[config.mk]
export PLATFORM = sky130hd
export DESIGN_NAME = board_renderer
export DESIGN_NICKNAME = d
export VERILOG_FILES = /design/src/rtl/tank_pkg.sv /design/src/rtl/cell_pixel_colour.sv /design/src/rtl/board_renderer.sv
export SDC_FILE = /design/constraint.sdc
export NUM_CORES = 1
export LEC_CHECK = 0
export ABC_AREA = 1
export BUFFER_PORTS_ARGS = -buffer_cell sky130_fd_sc_hd__buf_2
export CORE_UTILIZATION = 57
export CTS_BUF_LIST = sky130_fd_sc_hd__clkbuf_8 sky130_fd_sc_hd__clkbuf_16
export CTS_CLUSTER_DIAMETER = 30
export DETAILED_ROUTE_END_ITERATION = 7
export PLACE_DENSITY = 0.89
export SLEW_MARGIN = 25
export SYNTH_ARGS = -nofsm -noshare
export SYNTH_HDL_FRONTEND = slang
export SYNTH_SLANG_ARGS = --single-unit
[constraint.sdc]
create_clock -name clk -period 4.51 [get_ports clk]
set_input_delay 0.2255 -clock clk [delete_from_list [all_inputs] [get_ports clk]]
set_output_delay 0.2255 -clock clk [all_outputs]
set_load 0.01 [all_outputs]
[src/rtl/tank_pkg.sv]
// Shared definitions for the tank game: cell byte layout, storage modes,
// palette and the board renderer state encoding.
package tank_pkg;

    localparam int unsigned WALL_B = 7;
    localparam int unsigned T1_B   = 6;
    localparam int unsigned T2_B   = 5;
    localparam int unsigned PROJ_B = 4;
    localparam int unsigned DIR_HI = 3;
    localparam int unsigned DIR_LO = 2;

    localparam logic [1:0] DIR_UP    = 2'b00;
    localparam logic [1:0] DIR_DOWN  = 2'b01;
    localparam logic [1:0] DIR_LEFT  = 2'b10;
    localparam logic [1:0] DIR_RIGHT = 2'b11;

    localparam logic [3:0] MODE_READ  = 4'b0000;
    localparam logic [3:0] MODE_EDIT  = 4'b1111;
    localparam logic [3:0] MODE_WALL  = 4'b0001;
    localparam logic [3:0] MODE_TANK1 = 4'b0010;
    localparam logic [3:0] MODE_TANK2 = 4'b0100;
    localparam logic [3:0] MODE_PROJ  = 4'b1000;

    localparam logic [2:0] COL_WALL   = 3'b111;
    localparam logic [2:0] COL_TANK1  = 3'b100;
    localparam logic [2:0] COL_TANK2  = 3'b001;
    localparam logic [2:0] COL_PROJ   = 3'b110;
    localparam logic [2:0] COL_EMPTY  = 3'b000;
    localparam logic [2:0] COL_BARREL = 3'b111;

    typedef enum logic [2:0] {
        ST_IDLE  = 3'd0,
        ST_ISSUE = 3'd1,
        ST_WAIT  = 3'd2,
        ST_CHECK = 3'd3,
        ST_PLOT  = 3'd4,
        ST_NEXT  = 3'd5,
        ST_DONE  = 3'd6
    } rend_state_e;

endpackage

[src/rtl/cell_pixel_colour.sv]
// Colour of one pixel inside a cell square: object priority plus the
// white barrel pixel on the tank's facing edge.
module cell_pixel_colour
    import tank_pkg::*;
#(
    parameter int unsigned CELL_PX = 7,
    parameter int unsigned PX_W    = 3
) (
    input  logic [7:0]      i_cell,
    input  logic [PX_W-1:0] i_px,
    input  logic [PX_W-1:0] i_py,
    output logic [2:0]      o_colour_c
);

    localparam logic [PX_W-1:0] P_MID  = PX_W'(CELL_PX / 2);
    localparam logic [PX_W-1:0] P_LAST = PX_W'(CELL_PX - 1);

    logic [1:0] w_dir;
    logic       w_tank;
    logic       w_barrel;
    logic       w_unused_bits;

    assign w_dir         = i_cell[DIR_HI:DIR_LO];
    assign w_tank        = i_cell[T1_B] | i_cell[T2_B];
    assign w_unused_bits = ^i_cell[1:0];

    always_comb begin
        w_barrel = 1'b0;
        case (w_dir)
            DIR_UP:    w_barrel = (i_px == P_MID)  && (i_py == '0);
            DIR_DOWN:  w_barrel = (i_px == P_MID)  && (i_py == P_LAST);
            DIR_LEFT:  w_barrel = (i_px == '0)     && (i_py == P_MID);
            DIR_RIGHT: w_barrel = (i_px == P_LAST) && (i_py == P_MID);
            default:   w_barrel = 1'b0;
        endcase
    end

    // Wall hides everything, including a barrel.
    always_comb begin
        o_colour_c = COL_EMPTY;
        if (i_cell[WALL_B])          o_colour_c = COL_WALL;
        else if (w_tank && w_barrel) o_colour_c = COL_BARREL;
        else if (i_cell[T1_B])       o_colour_c = COL_TANK1;
        else if (i_cell[T2_B])       o_colour_c = COL_TANK2;
        else if (i_cell[PROJ_B])     o_colour_c = COL_PROJ;
    end

endmodule

[src/rtl/board_renderer.sv]
// Scans the 16x16 board from storage and plots each cell as a square on
// the VGA pixel port, one pixel per clock.
module board_renderer
    import tank_pkg::*;
#(
    parameter int unsigned CELL_PX  = 7,
    parameter int unsigned ORIGIN_X = 24,
    parameter int unsigned ORIGIN_Y = 4,
    parameter int unsigned READ_LAT = 2
) (
    input  logic       clk,
    input  logic       reset,
    input  logic       start,
    output logic       busy,
    output logic       done,
    output logic [3:0] st_mode,
    output logic [7:0] st_address,
    output logic       st_load_out,
    input  logic [7:0] st_pos,
    input  logic [7:0] st_cell,
    output logic [7:0] plot_x,
    output logic [6:0] plot_y,
    output logic [2:0] plot_colour,
    output logic       plot
);

    localparam int unsigned PX_W   = (CELL_PX > 1) ? $clog2(CELL_PX) : 1;
    localparam int unsigned WAIT_W = (READ_LAT > 1) ? $clog2(READ_LAT) : 1;

    rend_state_e       r_state, w_state_n;
    logic [3:0]        r_col, w_col_n;
    logic [3:0]        r_row, w_row_n;
    logic [PX_W-1:0]   r_px, w_px_n;
    logic [PX_W-1:0]   r_py, w_py_n;
    logic [WAIT_W-1:0] r_wait, w_wait_n;
    logic [7:0]        r_cell, w_cell_n;

    logic       w_busy_n;
    logic       w_done_n;
    logic       w_load_n;
    logic [7:0] w_addr_n;
    logic       w_plot_n;
    logic [7:0] w_x_n;
    logic [6:0] w_y_n;
    logic [2:0] w_colour_c;
    logic [2:0] w_colour_n;

    always_comb begin
        w_state_n = r_state;
        w_col_n   = r_col;
        w_row_n   = r_row;
        w_px_n    = r_px;
        w_py_n    = r_py;
        w_wait_n  = r_wait;
        w_cell_n  = r_cell;
        case (r_state)
            ST_IDLE: begin
                if (start) begin
                    w_state_n = ST_ISSUE;
                    w_col_n   = '0;
                    w_row_n   = '0;
                end
            end
            ST_ISSUE: begin
                w_wait_n  = '0;
                w_state_n = (READ_LAT == 0) ? ST_CHECK : ST_WAIT;
            end
            ST_WAIT: begin
                if (r_wait == WAIT_W'(READ_LAT - 1)) w_state_n = ST_CHECK;
                else                                  w_wait_n  = r_wait + 1'b1;
            end
            // A stale or foreign echo means the read was not ours: reissue it.
            ST_CHECK: begin
                if (st_pos == st_address) begin
                    w_cell_n  = st_cell;
                    w_px_n    = '0;
                    w_py_n    = '0;
                    w_state_n = ST_PLOT;
                end else begin
                    w_state_n = ST_ISSUE;
                end
            end
            ST_PLOT: begin
                if (r_px == PX_W'(CELL_PX - 1)) begin
                    w_px_n = '0;
                    if (r_py == PX_W'(CELL_PX - 1)) w_state_n = ST_NEXT;
                    else                            w_py_n    = r_py + 1'b1;
                end else begin
                    w_px_n = r_px + 1'b1;
                end
            end
            ST_NEXT: begin
                w_state_n = ST_ISSUE;
                if (r_col == 4'd15) begin
                    w_col_n = '0;
                    w_row_n = r_row + 4'd1;
                    if (r_row == 4'd15) w_state_n = ST_DONE;
                end else begin
                    w_col_n = r_col + 4'd1;
                end
            end
            ST_DONE:  w_state_n = ST_IDLE;
            default:  w_state_n = ST_IDLE;
        endcase

        w_busy_n = (w_state_n != ST_IDLE);
        w_done_n = (w_state_n == ST_DONE);
        w_load_n = (w_state_n == ST_ISSUE) || (w_state_n == ST_WAIT);
        w_addr_n = {w_col_n, w_row_n};
        w_plot_n = (w_state_n == ST_PLOT);
    end

    cell_pixel_colour #(
        .CELL_PX (CELL_PX),
        .PX_W    (PX_W)
    ) u_colour (
        .i_cell     (w_cell_n),
        .i_px       (w_px_n),
        .i_py       (w_py_n),
        .o_colour_c (w_colour_c)
    );

    // Pixel outputs are computed from next-state counters so they register
    // alongside the plot strobe.
    assign w_x_n = w_plot_n ? 8'(ORIGIN_X) + 8'(w_col_n) * 8'(CELL_PX) + 8'(w_px_n) : 8'd0;
    assign w_y_n = w_plot_n ? 7'(ORIGIN_Y) + 7'(w_row_n) * 7'(CELL_PX) + 7'(w_py_n) : 7'd0;
    assign w_colour_n = w_plot_n ? w_colour_c : COL_EMPTY;

    always_ff @(posedge clk) begin
        if (!reset) begin
            r_state     <= ST_IDLE;
            r_col       <= '0;
            r_row       <= '0;
            r_px        <= '0;
            r_py        <= '0;
            r_wait      <= '0;
            r_cell      <= '0;
            busy        <= 1'b0;
            done        <= 1'b0;
            st_mode     <= MODE_READ;
            st_address  <= '0;
            st_load_out <= 1'b0;
            plot_x      <= '0;
            plot_y      <= '0;
            plot_colour <= '0;
            plot        <= 1'b0;
        end else begin
            r_state     <= w_state_n;
            r_col       <= w_col_n;
            r_row       <= w_row_n;
            r_px        <= w_px_n;
            r_py        <= w_py_n;
            r_wait      <= w_wait_n;
            r_cell      <= w_cell_n;
            busy        <= w_busy_n;
            done        <= w_done_n;
            st_mode     <= MODE_READ;
            st_address  <= w_addr_n;
            st_load_out <= w_load_n;
            plot_x      <= w_x_n;
            plot_y      <= w_y_n;
            plot_colour <= w_colour_n;
            plot        <= w_plot_n;
        end
    end

endmodule
==> results.md <==
* GRT Overall Usage at 25.8%
* Worst Path Required at 4.75 ns
* Post-synthesis sequential area ratio at 29.8%
* Max-cap violations at 0
* I/O pins at 53
* Fin crit share at 89.4%
* Gpl congestion at 0.867
* Yosys cell types at 43
* EDFF count, synth at 0
* VDD IR max at 0.201 mV
* Fmax at 248 MHz
* Root buf cell: clkbuf_8
* Drt wl/cell at 12.4 µm
* RSZ-0062 raised after global routing: no
* Worst-path maximum fanout at 7
* Largest cells by area after synthesis: dfxtp_1 30%, ha_1 13%, inv_1 8.5%
* Critical path type: reg2reg
* Clk slew on worst S/H paths at 0.09 ns
* Initial antenna violation count at 0
* Post-Route Setup TNS at 0 ns
* Ys flop type: dfxtp_1
* Ant. Diodes at 0
* Initial DRC Count at 227
* Core area at 5170 µm²
* Cell area after synthesis at 3090 µm²
* Final worst slack at 0.478 ns
* Gr ovfl total at 0
* Detailed Routing Iterations Pass 1 at 5
* Startpoint types: flop
* Nets@finish at 515
* Pre-CTS setup slack at 0.338 ns
* Tot Pwr at 836 µW
* Clk Latency, worst-skew pair at 0.31 ns
* Die height at 75.6 µm
* Slew HR at 46.5%
* CTS buffer count at 5
* DP Area at 3360 µm²
* Hold_buf cts at 0
* Number of global-route vias before repair at 2518
* Synth cell count leaders: 70 x inv_1, 68 x nand2_1, 53 x nor2_1
* Layout cells sized above 1 at 20.2%
* Vias/cell at 5.06
* Arr. time, crit path at 4.28 ns
* FF+latch count, synth at 46
* Row count at 26
* PwrDens at 240 nW/µm²
* CTS sink cnt at 46
* Synth area leader: dfxtp_1
* Pleak at 0.00182 µW
* Global-route wire length before repair at 11000 µm
* Bufs on Longest Clock Path at 2
* Tightest Hold Check Type: in2reg
* Slew Viols, Final at 0
* Largest net degree at the start of global routing at 24
* Final Instance Area at 3480 µm²
* Cells after Synth at 406
* Crit end category: flop
* Detail Route Antenna Nets at 0
* Post-layout util at 67.2%
* Count leader, synth: inv_1
* Port Buffers at 46
* Fin. Hold Viols at 0
* # DRC at 0
* Post-CTS Setup Inserts at 0
* Die area at 5720 µm²
* Detailed Place HPWL at 5080 µm
* Fillers at 411
* Status: finished, final reports clean
* Post-CTS resize count at 0
* Top-area cell type share of the netlist area at 29.8%
* Mean post-synth cell area at 7.61 µm²
* Clock skew at 0.00792 ns
* Via count at 2656
* Routed wire length at 6520 µm
* Setup violators final at 0
* Synthesis-to-layout area growth at 12.5%
* Ys Warns at 0
* Die width at 75.6 µm
* Ys async rst share at 0%
* Initial core utilization at 59.7%
* H-tree depth at 2
* Worst Tran Pin Value at 0.794 ns
* CTS tree: built
* Min Clock Period, post-route at 4.03 ns
[per-layer routing]
| metal | up-vias | routed length (µm) | global-route usage, % |
|---|---|---|---|
| li1 | 1348 | - | - |
| met3 | 21 | 334 | 4.89 |
| met4 | 0 | 174 | 9.47 |
| met5 | - | 0 | 0 |
| met1 | 1204 | 2710 | 31.4 |
| met2 | 83 | 3300 | 45.5 |
[sequential cells by signal (all words and copies together), names as in the netlist]
register	cells
r_cell	6
busy	1
plot	1
r_wait	1
r_px	3
st_load_out	1
plot_y	7
plot_colour	3
r_py	3
plot_x	8
st_address	8
done	1
r_state	3
[where the power goes]
| part | switching, µW | internal, µW |
|---|---|---|
| Sequential | 6.49 | 412 |
| Combinational | 63.5 | 37.9 |
| Clock | 151 | 165 |
[metrics by stage]
step                      instances  hold slack (ns)
after global placement          517            0.453
after floorplan                 409            0.323
final                           525            0.172
after detailed placement        517            0.476
after global routing            525            0.184
after CTS                       525            0.177
[cell usage in the layout, fill, tap and decap left out, types with 2 or more instances in the layout]
cell type   Yosys  layout
inv_1          70      70
nand2_1        68      68
nor2_1         53      53
dfxtp_1        46      46
buf_2           0      46
ha_1           32      32
nand3_1        22      22
inv_2          10      10
a21oi_1        10      10
fa_1           10      10
o21ai_0        10       9
nor3_1          8       8
nand2_2         6       6
xnor2_1         6       6
nand4_1         5       5
clkbuf_8        0       5
nor2_2          4       4
conb_1          1       4
nor2_4          3       3
xor2_1          3       3
o21ai_2         2       3
a31oi_1         3       3
a21oi_2         3       3
nor3_4          2       2
o211ai_1        2       2
mux2i_1         2       2
or2_1           2       2
clkinvlp_4      0       2
[cells by family (layout without fill, tap and decap cells)]
family / Yosys count / after routing / share of synthesized area [%]
multiplexers: 2 / 2 / 0.648
AO/OA/AOI/OAI: 35 / 35 / 6.93
adder cells (fa/ha/maj): 42 / 42 / 19.4
other: 1 / 4 / 0.121
flip-flops: 46 / 46 / 29.8
XOR/XNOR: 10 / 10 / 3.08
buffers and inverters: 88 / 134 / 11.7
AND/OR/NAND/NOR: 182 / 182 / 28.3
[worst paths after layout]
kind / start / endpoint / slack [ns] / cells past startpoint
worst max-delay path: r_state[2] / plot_x[6] / 0.48 / 22
worst min-delay path: reset / st_address[1] / 0.17 / 3
worst max register to register: r_state[2] / plot_x[6] / 0.48 / 22
worst min register to register: r_wait / r_wait / 0.49 / 2
[critical path, stage by stage, from the launching register on]
cell and delay, ns:
dfxtp_1 0.44, inv_1 0.12, nor3_4 0.23, inv_2 0.12
o311ai_0 0.38, o21ai_2 0.22, inv_1 0.16, fa_1 0.45
fa_1 0.54, inv_1 0.07, ha_1 0.20, a21oi_1 0.13
inv_1 0.05, a31oi_1 0.13, inv_1 0.07, nand2_1 0.06
inv_1 0.05, nor2_1 0.09, nor2_1 0.05, nor2_1 0.12
xor2_1 0.17, inv_1 0.05, nor2_1 0.08
[layout make-up]
type | instances | area (µm²) | area share (%)
Sequential cell | 46 | 921 | 26.5
Inverter | 80 | 300 | 8.64
Multi-Input combinational cell | 275 | 1820 | 52.4
Clock inverter | 3 | 45.0 | 1.30
Timing Repair Buffer | 46 | 230 | 6.62
Tap cell | 70 | 87.6 | 2.52
Clock buffer | 5 | 68.8 | 1.98
(Power assumes the default switching activity.)
